===== src/rtl/inst_mem_pkg.sv =====
// Shared definitions for the synchronous instruction memory: fault codes,
// the default NOP word and the legal read-latency range.
package inst_mem_pkg;

  localparam logic [1:0] FAULT_NONE     = 2'b00;
  localparam logic [1:0] FAULT_MISALIGN = 2'b01;
  localparam logic [1:0] FAULT_RANGE    = 2'b10;

  localparam logic [31:0] NOP_INST_DEF = 32'h0000_0013;

  localparam int READ_LAT_MIN = 1;
  localparam int READ_LAT_MAX = 2;

  function automatic bit lat_legal(input int lat);
    return (lat >= READ_LAT_MIN) && (lat <= READ_LAT_MAX);
  endfunction

endpackage


===== src/rtl/inst_mem_array.sv =====
// 1W/1R word RAM with a registered read port, written to map onto block RAM.
// The read register has a synchronous clear so the fetch output starts at zero.
module inst_mem_array
  import inst_mem_pkg::*;
#(
  parameter int          DEPTH     = 64,
  parameter int          INST_W    = 32,
  parameter logic [INST_W-1:0] INIT_WORD = INST_W'(NOP_INST_DEF)
) (
  input  logic                     clk,
  input  logic                     reset,
  input  logic                     wr_en,
  input  logic [$clog2(DEPTH)-1:0] wr_addr,
  input  logic [INST_W-1:0]        wr_data,
  input  logic                     rd_en,
  input  logic [$clog2(DEPTH)-1:0] rd_addr,
  output logic [INST_W-1:0]        rd_data
);

  // Initial contents are a simulation/bitstream image only; reset never clears them.
  logic [INST_W-1:0] mem [DEPTH] = '{default: INIT_WORD};

  // Write port
  always_ff @(posedge clk) begin
    if (wr_en) begin
      mem[wr_addr] <= wr_data;
    end
  end

  // Registered read port; holds its word until the next read
  always_ff @(posedge clk) begin
    if (reset) begin
      rd_data <= '0;
    end else if (rd_en) begin
      rd_data <= mem[rd_addr];
    end
  end

endmodule


===== src/rtl/inst_mem_sync.sv =====
// Synchronous instruction memory for the fetch stage: req/ready fetch with
// fault decode, 1- or 2-cycle read pipeline, and a program-load write port.
module inst_mem_sync
  import inst_mem_pkg::*;
#(
  parameter int ADDR_W   = 8,
  parameter int INST_W   = 32,
  parameter int DEPTH    = 2 ** (ADDR_W - 2),
  parameter int READ_LAT = 1,
  parameter logic [INST_W-1:0] NOP_INST = INST_W'(NOP_INST_DEF)
) (
  input  logic                     clk,
  input  logic                     reset,
  input  logic                     fetch_req,
  input  logic [ADDR_W-1:0]        fetch_addr,
  output logic                     fetch_ready,
  output logic                     fetch_valid,
  output logic [INST_W-1:0]        fetch_inst,
  output logic [1:0]               fetch_fault,
  input  logic                     load_en,
  input  logic [$clog2(DEPTH)-1:0] load_addr,
  input  logic [INST_W-1:0]        load_data
);

  localparam int LA_W = $clog2(DEPTH);
  localparam int WI_W = ADDR_W - 2;
  localparam logic [WI_W:0] DEPTH_WI = (WI_W + 1)'(DEPTH);
  localparam logic [LA_W:0] DEPTH_LA = (LA_W + 1)'(DEPTH);

  if (!lat_legal(READ_LAT)) begin : g_bad_lat
    $error("inst_mem_sync: READ_LAT must be 1 or 2");
  end
  if (DEPTH > 2 ** (ADDR_W - 2)) begin : g_bad_depth
    $error("inst_mem_sync: DEPTH exceeds the fetch address space");
  end

  logic [WI_W-1:0]   word_idx;
  logic [1:0]        fault_s;
  logic              accept_s;
  logic              rd_en_s;
  logic              wr_en_s;
  logic [INST_W-1:0] rdata_s;
  logic [INST_W-1:0] stage1_inst_s;
  logic              v1_r;
  logic [1:0]        f1_r;

  assign word_idx = fetch_addr[ADDR_W-1:2];

  // Fault decode: misalignment outranks range
  always_comb begin
    fault_s = FAULT_NONE;
    if (fetch_addr[1:0] != 2'b00) begin
      fault_s = FAULT_MISALIGN;
    end else if ({1'b0, word_idx} >= DEPTH_WI) begin
      fault_s = FAULT_RANGE;
    end else begin
      fault_s = FAULT_NONE;
    end
  end

  // A load owns the cycle, so reads and writes never meet at the array
  assign fetch_ready = !reset && !load_en;
  assign accept_s    = fetch_req && fetch_ready;
  assign rd_en_s     = accept_s && (fault_s == FAULT_NONE);
  assign wr_en_s     = load_en && !reset && ({1'b0, load_addr} < DEPTH_LA);

  inst_mem_array #(
    .DEPTH     (DEPTH),
    .INST_W    (INST_W),
    .INIT_WORD (NOP_INST)
  ) u_array (
    .clk     (clk),
    .reset   (reset),
    .wr_en   (wr_en_s),
    .wr_addr (load_addr),
    .wr_data (load_data),
    .rd_en   (rd_en_s),
    .rd_addr (word_idx[LA_W-1:0]),
    .rd_data (rdata_s)
  );

  // Stage 1: valid bit and fault code travelling alongside the array read
  always_ff @(posedge clk) begin
    if (reset) begin
      v1_r <= 1'b0;
      f1_r <= FAULT_NONE;
    end else begin
      v1_r <= accept_s;
      if (accept_s) begin
        f1_r <= fault_s;
      end
    end
  end

  assign stage1_inst_s = (f1_r == FAULT_NONE) ? rdata_s : NOP_INST;

  if (READ_LAT == 1) begin : g_lat1
    assign fetch_valid = v1_r;
    assign fetch_inst  = stage1_inst_s;
    assign fetch_fault = f1_r;
  end else begin : g_lat2
    logic              v2_r;
    logic [INST_W-1:0] inst2_r;
    logic [1:0]        f2_r;

    // Stage 2 output register; captures only on a live stage-1 response
    always_ff @(posedge clk) begin
      if (reset) begin
        v2_r    <= 1'b0;
        inst2_r <= '0;
        f2_r    <= FAULT_NONE;
      end else begin
        v2_r <= v1_r;
        if (v1_r) begin
          inst2_r <= stage1_inst_s;
          f2_r    <= f1_r;
        end
      end
    end

    assign fetch_valid = v2_r;
    assign fetch_inst  = inst2_r;
    assign fetch_fault = f2_r;
  end

endmodule

===== config.mk =====
export PLATFORM = sky130hd
export DESIGN_NAME = inst_mem_sync
export DESIGN_NICKNAME = d
export VERILOG_FILES = /design/src/rtl/inst_mem_pkg.sv /design/src/rtl/inst_mem_array.sv /design/src/rtl/inst_mem_sync.sv
export SDC_FILE = /design/constraint.sdc
export NUM_CORES = 2
export LEC_CHECK = 0
export CELL_PAD_IN_SITES_DETAIL_PLACEMENT = 1
export CELL_PAD_IN_SITES_GLOBAL_PLACEMENT = 1
export CORE_AREA = 2 2 426 344
export DETAILED_ROUTE_END_ITERATION = 16
export DIE_AREA = 0 0 428 346
export PLACE_DENSITY_LB_ADDON = 0.1
export SLEW_MARGIN = 40
export SYNTH_ARGS = -nofsm -noshare
export SYNTH_HDL_FRONTEND = slang
export SYNTH_SLANG_ARGS = --single-unit

===== constraint.sdc =====
create_clock -name clk -period 4.7 [get_ports clk]
set_clock_uncertainty 0.2 [all_clocks]
set_input_delay 1.41 -clock clk [delete_from_list [all_inputs] [get_ports clk]]
set_output_delay 1.41 -clock clk [all_outputs]
set_load 0.01 [all_outputs]

# Yosys cells after proc, flatten, opt, wreduce, memory -nomap -nowiden
# Memory sizes are Yosys's and may differ from the RTL's. A register that Yosys moved wholly into a read port is not among the register bits.
# Index checks and enable logic that the tools add are counted.
word_totals:
  ramBits: 2048
  output_inout_bits: 36
  mem_count: 1
  ff_bits: 3
  wordCells: 16
  inputBits: 50
op_classes:
  mux: 4
  reduce_logical: 9
memory_table:
  columns: ["memory", "depth", "word_bits", "rd", "rd_ports_with_merged_regs", "wr", "line", "text"]
  rows:
  - ["u_array.mem", 64, 32, 1, 1, 1, "inst_mem_array.sv:21", "logic [INST_W-1:0] mem [DEPTH] = '{default: INIT_WORD};"]
ops:
  columns: ["operator", "count"]
  rows:
  - ["$mux 32", 1]
  - ["$logic_and 1x1->1", 4]
  - ["$logic_not 2->1", 2]
  - ["$mux 1", 3]
  - ["$logic_not 1->1", 2]
  - ["$reduce_bool 2->1", 1]

# Depth between registers and ports, before layout
depth:
  ltp_word: 4
  ltp_mapped: 10
  ltp_nobuf: 5

# By module
# From an unflattened synthesis, not the netlist that was laid out.
unflattened:
  hier_cells: 3757
  hier_area_um2: 79929.2
modules_own_cells:
  columns: ["mod", "instances", "seq_area_each_um2", "cells_each", "area_each_um2"]
  rows:
  - ["inst_mem_array", 1, 62139.6, 3710, 79590.1]
  - ["inst_mem_sync", 1, 40.0, 47, 339.1]

# Worst setup path after synthesis
# Ideal clock, no wire load.
synth_path:
  path_kind: "input -> register"
  startpoint: "input port load_addr[3]"
  endpoint: "memory u_array.mem[10][0] (enable)"
  arrival_time_ns: 3.590
  required_ns: 4.079
  setup_ns: 0.421
  stages: 4
  n_path_buf: 2
  setup_slack_ns: 0.489
  path_cell_list: "clkbuf_1 or3b_2 clkbuf_1 nor2_1"
synth_rtl:
  columns: ["item", "line", "text"]
  rows:
  - ["from (decl)", "inst_mem_sync.sv:21", "input logic [$clog2(DEPTH)-1:0] load_addr,"]
  - ["to (decl)", "inst_mem_array.sv:21", null]
# No word-level cell before the write port.

# Worst setup path in the final report
layout_path:
  startpoint: "input port reset"
  endpoint: "output port fetch_ready"
layout_between:
  elab_chain_cells: 2
layout_rtl:
  columns: ["item", "line", "text"]
  rows:
  - ["from (decl)", "inst_mem_sync.sv:13", "input logic reset,"]
  - ["$logic_not 1->1", "inst_mem_sync.sv:62", "assign fetch_ready = !reset && !load_en;"]
  - ["$logic_and 1x1->1", "inst_mem_sync.sv:62", null]
  - ["to (decl)", "inst_mem_sync.sv:16", "output logic fetch_ready,"]
# Every way passes these cells.

==> results.md <==
- Final Critical Period: 4.33 ns
- Worst reg-to-reg setup slack: 2.10 ns
- Critical path arrival: 2.72 ns
- Via count: 41,200
- Die area: 148,000 µm²
- Initial Utilization: 0.556
- Total gr overflow: 0
- Flop pwr share: 0.548
- Final hold vios: 0
- Layout net count: 4,036
- Setup tns final: 0 ns
- Maximum capacitance violations: 0
- Number of synthesized register bits: 2,082
- Slew HR: 0.398
- Register area share after synthesis: 0.776
- Top post-synthesis cells by area: edfxtp_1 (77%), mux4_2 (11%), mux2i_1 (3.2%), dfxtp_1 (0.85%), o22ai_1 (0.71%)
- Asr flop ratio synth: 0
- Sw power: 8.04 mW
- Layout Cells excl Fill: 6,058
- Yosys warning count: 0
- Post-Place Cells: 5,694
- Yosys cell types: 60
- Pwr per Cell Area: 409 nW/µm²
- Global-route wire length before repair: 322,000 µm
- Crit Path Max Fanout: 2
- Critical Path RT: 3.09 ns
- Vias in the first global route: 42,900
- Maximum VDD drop: 0.000357 V
- Cell taking the most area after synthesis: edfxtp_1
- Die Wd: 428 µm
- Status: complete, no violations
- Worst-Margin Slew: 0.900 ns
- Clock transition at path regs: 0.06 ns
- Placer Congestion: 0.847
- Worst setup SP type: input port
- CP endpoint kind: output port
- CTS H-tree lvls: 4
- Iteration-0 DRC Markers: 5,152
- Clock sinks: 2,082
- Die H: 346 µm
- Internal: 29.4 mW
- Cts bufs inserted: 193
- I/O pins: 86
- CTS resizes: 0
- Share of post-route cells with drive strength above 1: 0.264
- HP Start: u_array.rd_data[27]$_SDFFE_PP0P_
- Overall routing resource usage: 0.310
- Final setup viols: 0
- Initial antenna violation count: 16
- Post-DP HPWL: 132,000 µm
- Clock share of power: 0.401
- Post-Syn Instances: 3,682
- Core Rows: 125
- Hold_buf cts: 0
- Routed wire length: 227,000 µm
- Power share of the combinational group: 0.051
- Mapped Area: 80,100 µm²
- Final ANT Viol Nets: 0
- Largest net degree at the start of global routing: 79
- Static Leakage: 29.1 nW
- Core ar.: 144,000 µm²
- Clk buf depth: 3
- Top FF cell, synth: edfxtp_1
- Mapped Nets: 3,732
- Reg2reg start: u_array.mem[44][2]$_DFFE_PP_
- Design Area, Final: 91,400 µm²
- WL/cell: 37.5 µm
- Root buf cell: clkbuf_16
- Switch share: 0.215
- Via density: 6.80
- CTS tree: yes
- Area share of the largest cell type after synthesis: 0.768
- Tcrit/Tclk final: 0.921
- Initial DRT Pass Iterations: 5
- Hold Path Class: flip-flop to flip-flop
- Number of synthesized flops with an enable pin: 2,048
- DR DRC count: 0
- Hold WS: 0.334 ns
- Final max-slew violation count: 0
- RSZ-0062 raised after global routing: false
- Skew-Pair Late Insertion Delay: 0.85 ns
- Setup CP Type: input port to output port
- Avg Synthesized Cell Area: 21.7 µm²
- Post-CTS Setup Repair Bufs: 0
- Port Buf Inserts: 84
- Placed inst area: 85,400 µm²
- Max Freq: 0.231 GHz
- Area grow syn2layout: 14.1%
- Setup crit start: reset
## flip-flops by register name, summed over array words and instances, names as in the netlist
signal / cells
u_array.rd_data: 32
fetch_fault: 1
u_array.mem: 2048
fetch_valid: 1
## per-layer routing
| layer | track usage | wire [µm] | vias to the layer above |
|---|---|---|---|
| met3 | 0.0630 | 21100 | 356 |
| met2 | 0.470 | 105000 | 2256 |
| li1 | - | - | 16200 |
| met4 | 0.107 | 7130 | 2 |
| met1 | 0.457 | 93700 | 22400 |
| met5 | 0 | 17 | - |
## worst paths after layout
| kind | endpoint | depth (start not counted) |
|---|---|---|
| worst max register to register | u_array.rd_data[2]$_SDFFE_PP0P_ | 4 |
| worst min-delay path | u_array.rd_data[27]$_SDFFE_PP0P_ | 2 |
| worst min register to register | u_array.rd_data[27]$_SDFFE_PP0P_ | 2 |
| worst max-delay path | fetch_ready | 4 |
## power groups by stage
stage                     registers, mW  logic (mW)  clock network (mW)
after floorplan                    20.9        1.01                   0
after global placement             20.9        1.81                   0
after detailed placement           20.9        1.90                   0
after CTS                          20.5        1.90                15.2
after global routing               20.5        2.01                15.8
final                              20.5        1.91                15.0
## per-stage QoR
step	setup slack [ns]	total power [mW]	util
finish	0.373	37.4	0.635
global route	0.317	38.3	0.634
CTS	0.352	37.6	0.634
detailed placement	0.0191	22.8	0.593
global placement	0.0870	22.7	0.592
floorplan	0.489	21.9	-
## cell usage in the layout (no fill, tap or decap), types with 18 or more instances in the layout
master           instances
a21oi_1                 29
a22oi_1                 32
a31oi_1                 30
a32oi_1                 19
and2_1                  29
buf_12                  86
buf_4                  182
clkbuf_1                53
clkbuf_16              198
clkdlybuf4s50_1         47
clkinv_1                45
clkinv_2                31
dfxtp_1                 33
edfxtp_1              2048
mux2_2                  48
mux2i_1                259
mux4_2                 407
nand2_1                 65
nor2_4                  64
nor2b_1                 37
o21ai_0                 23
o21ai_1                 18
o221ai_1                38
o22ai_1                 91
## area by class of cell
class                      count  area [µm²]
clock buffer                 258        5250
fill                       11400       52600
inverter                       4        15.0
sequential                  2082       62200
multi-input combinational   1379       17200
tap                         1905        2380
clock inverter                96         703
antenna                        8        20.0
timing repair buffer         326        3680
## cells in the mapped netlist, types with 12 or more instances
library cell / number
nor2b_1: 38
o221ai_1: 38
edfxtp_1: 2048
a22oi_1: 32
dfxtp_1: 34
a221oi_1: 16
a32oi_1: 19
buf_4: 48
o21ai_1: 18
a221oi_2: 12
a2bb2oi_1: 17
mux4_2: 407
a21oi_1: 30
buf_6: 24
mux2i_1: 259
mux2_2: 48
nor2_1: 78
nand2_1: 65
clkbuf_1: 86
and2_1: 29
buf_2: 47
a31oi_1: 30
o21ai_0: 23
o22ai_1: 91
## cell families (layout without fill, tap and decap cells)
logic type,Yosys count,after routing,share of synthesized area
AND/OR/NAND/NOR,260,260,0.0161
other,1,9,0.0000468
buffers and inverters,221,684,0.0156
AO/OA/AOI/OAI,401,401,0.0373
flip-flops,2082,2082,0.776
multiplexers,717,717,0.155
## worst max-delay path, cell delays in order
cell and delay (ns):
clkdlybuf4s50_1 0.45, buf_12 0.17, nor2_1 0.13, clkdlybuf4s50_1 0.55
Power figures use the tool's default switching activity.
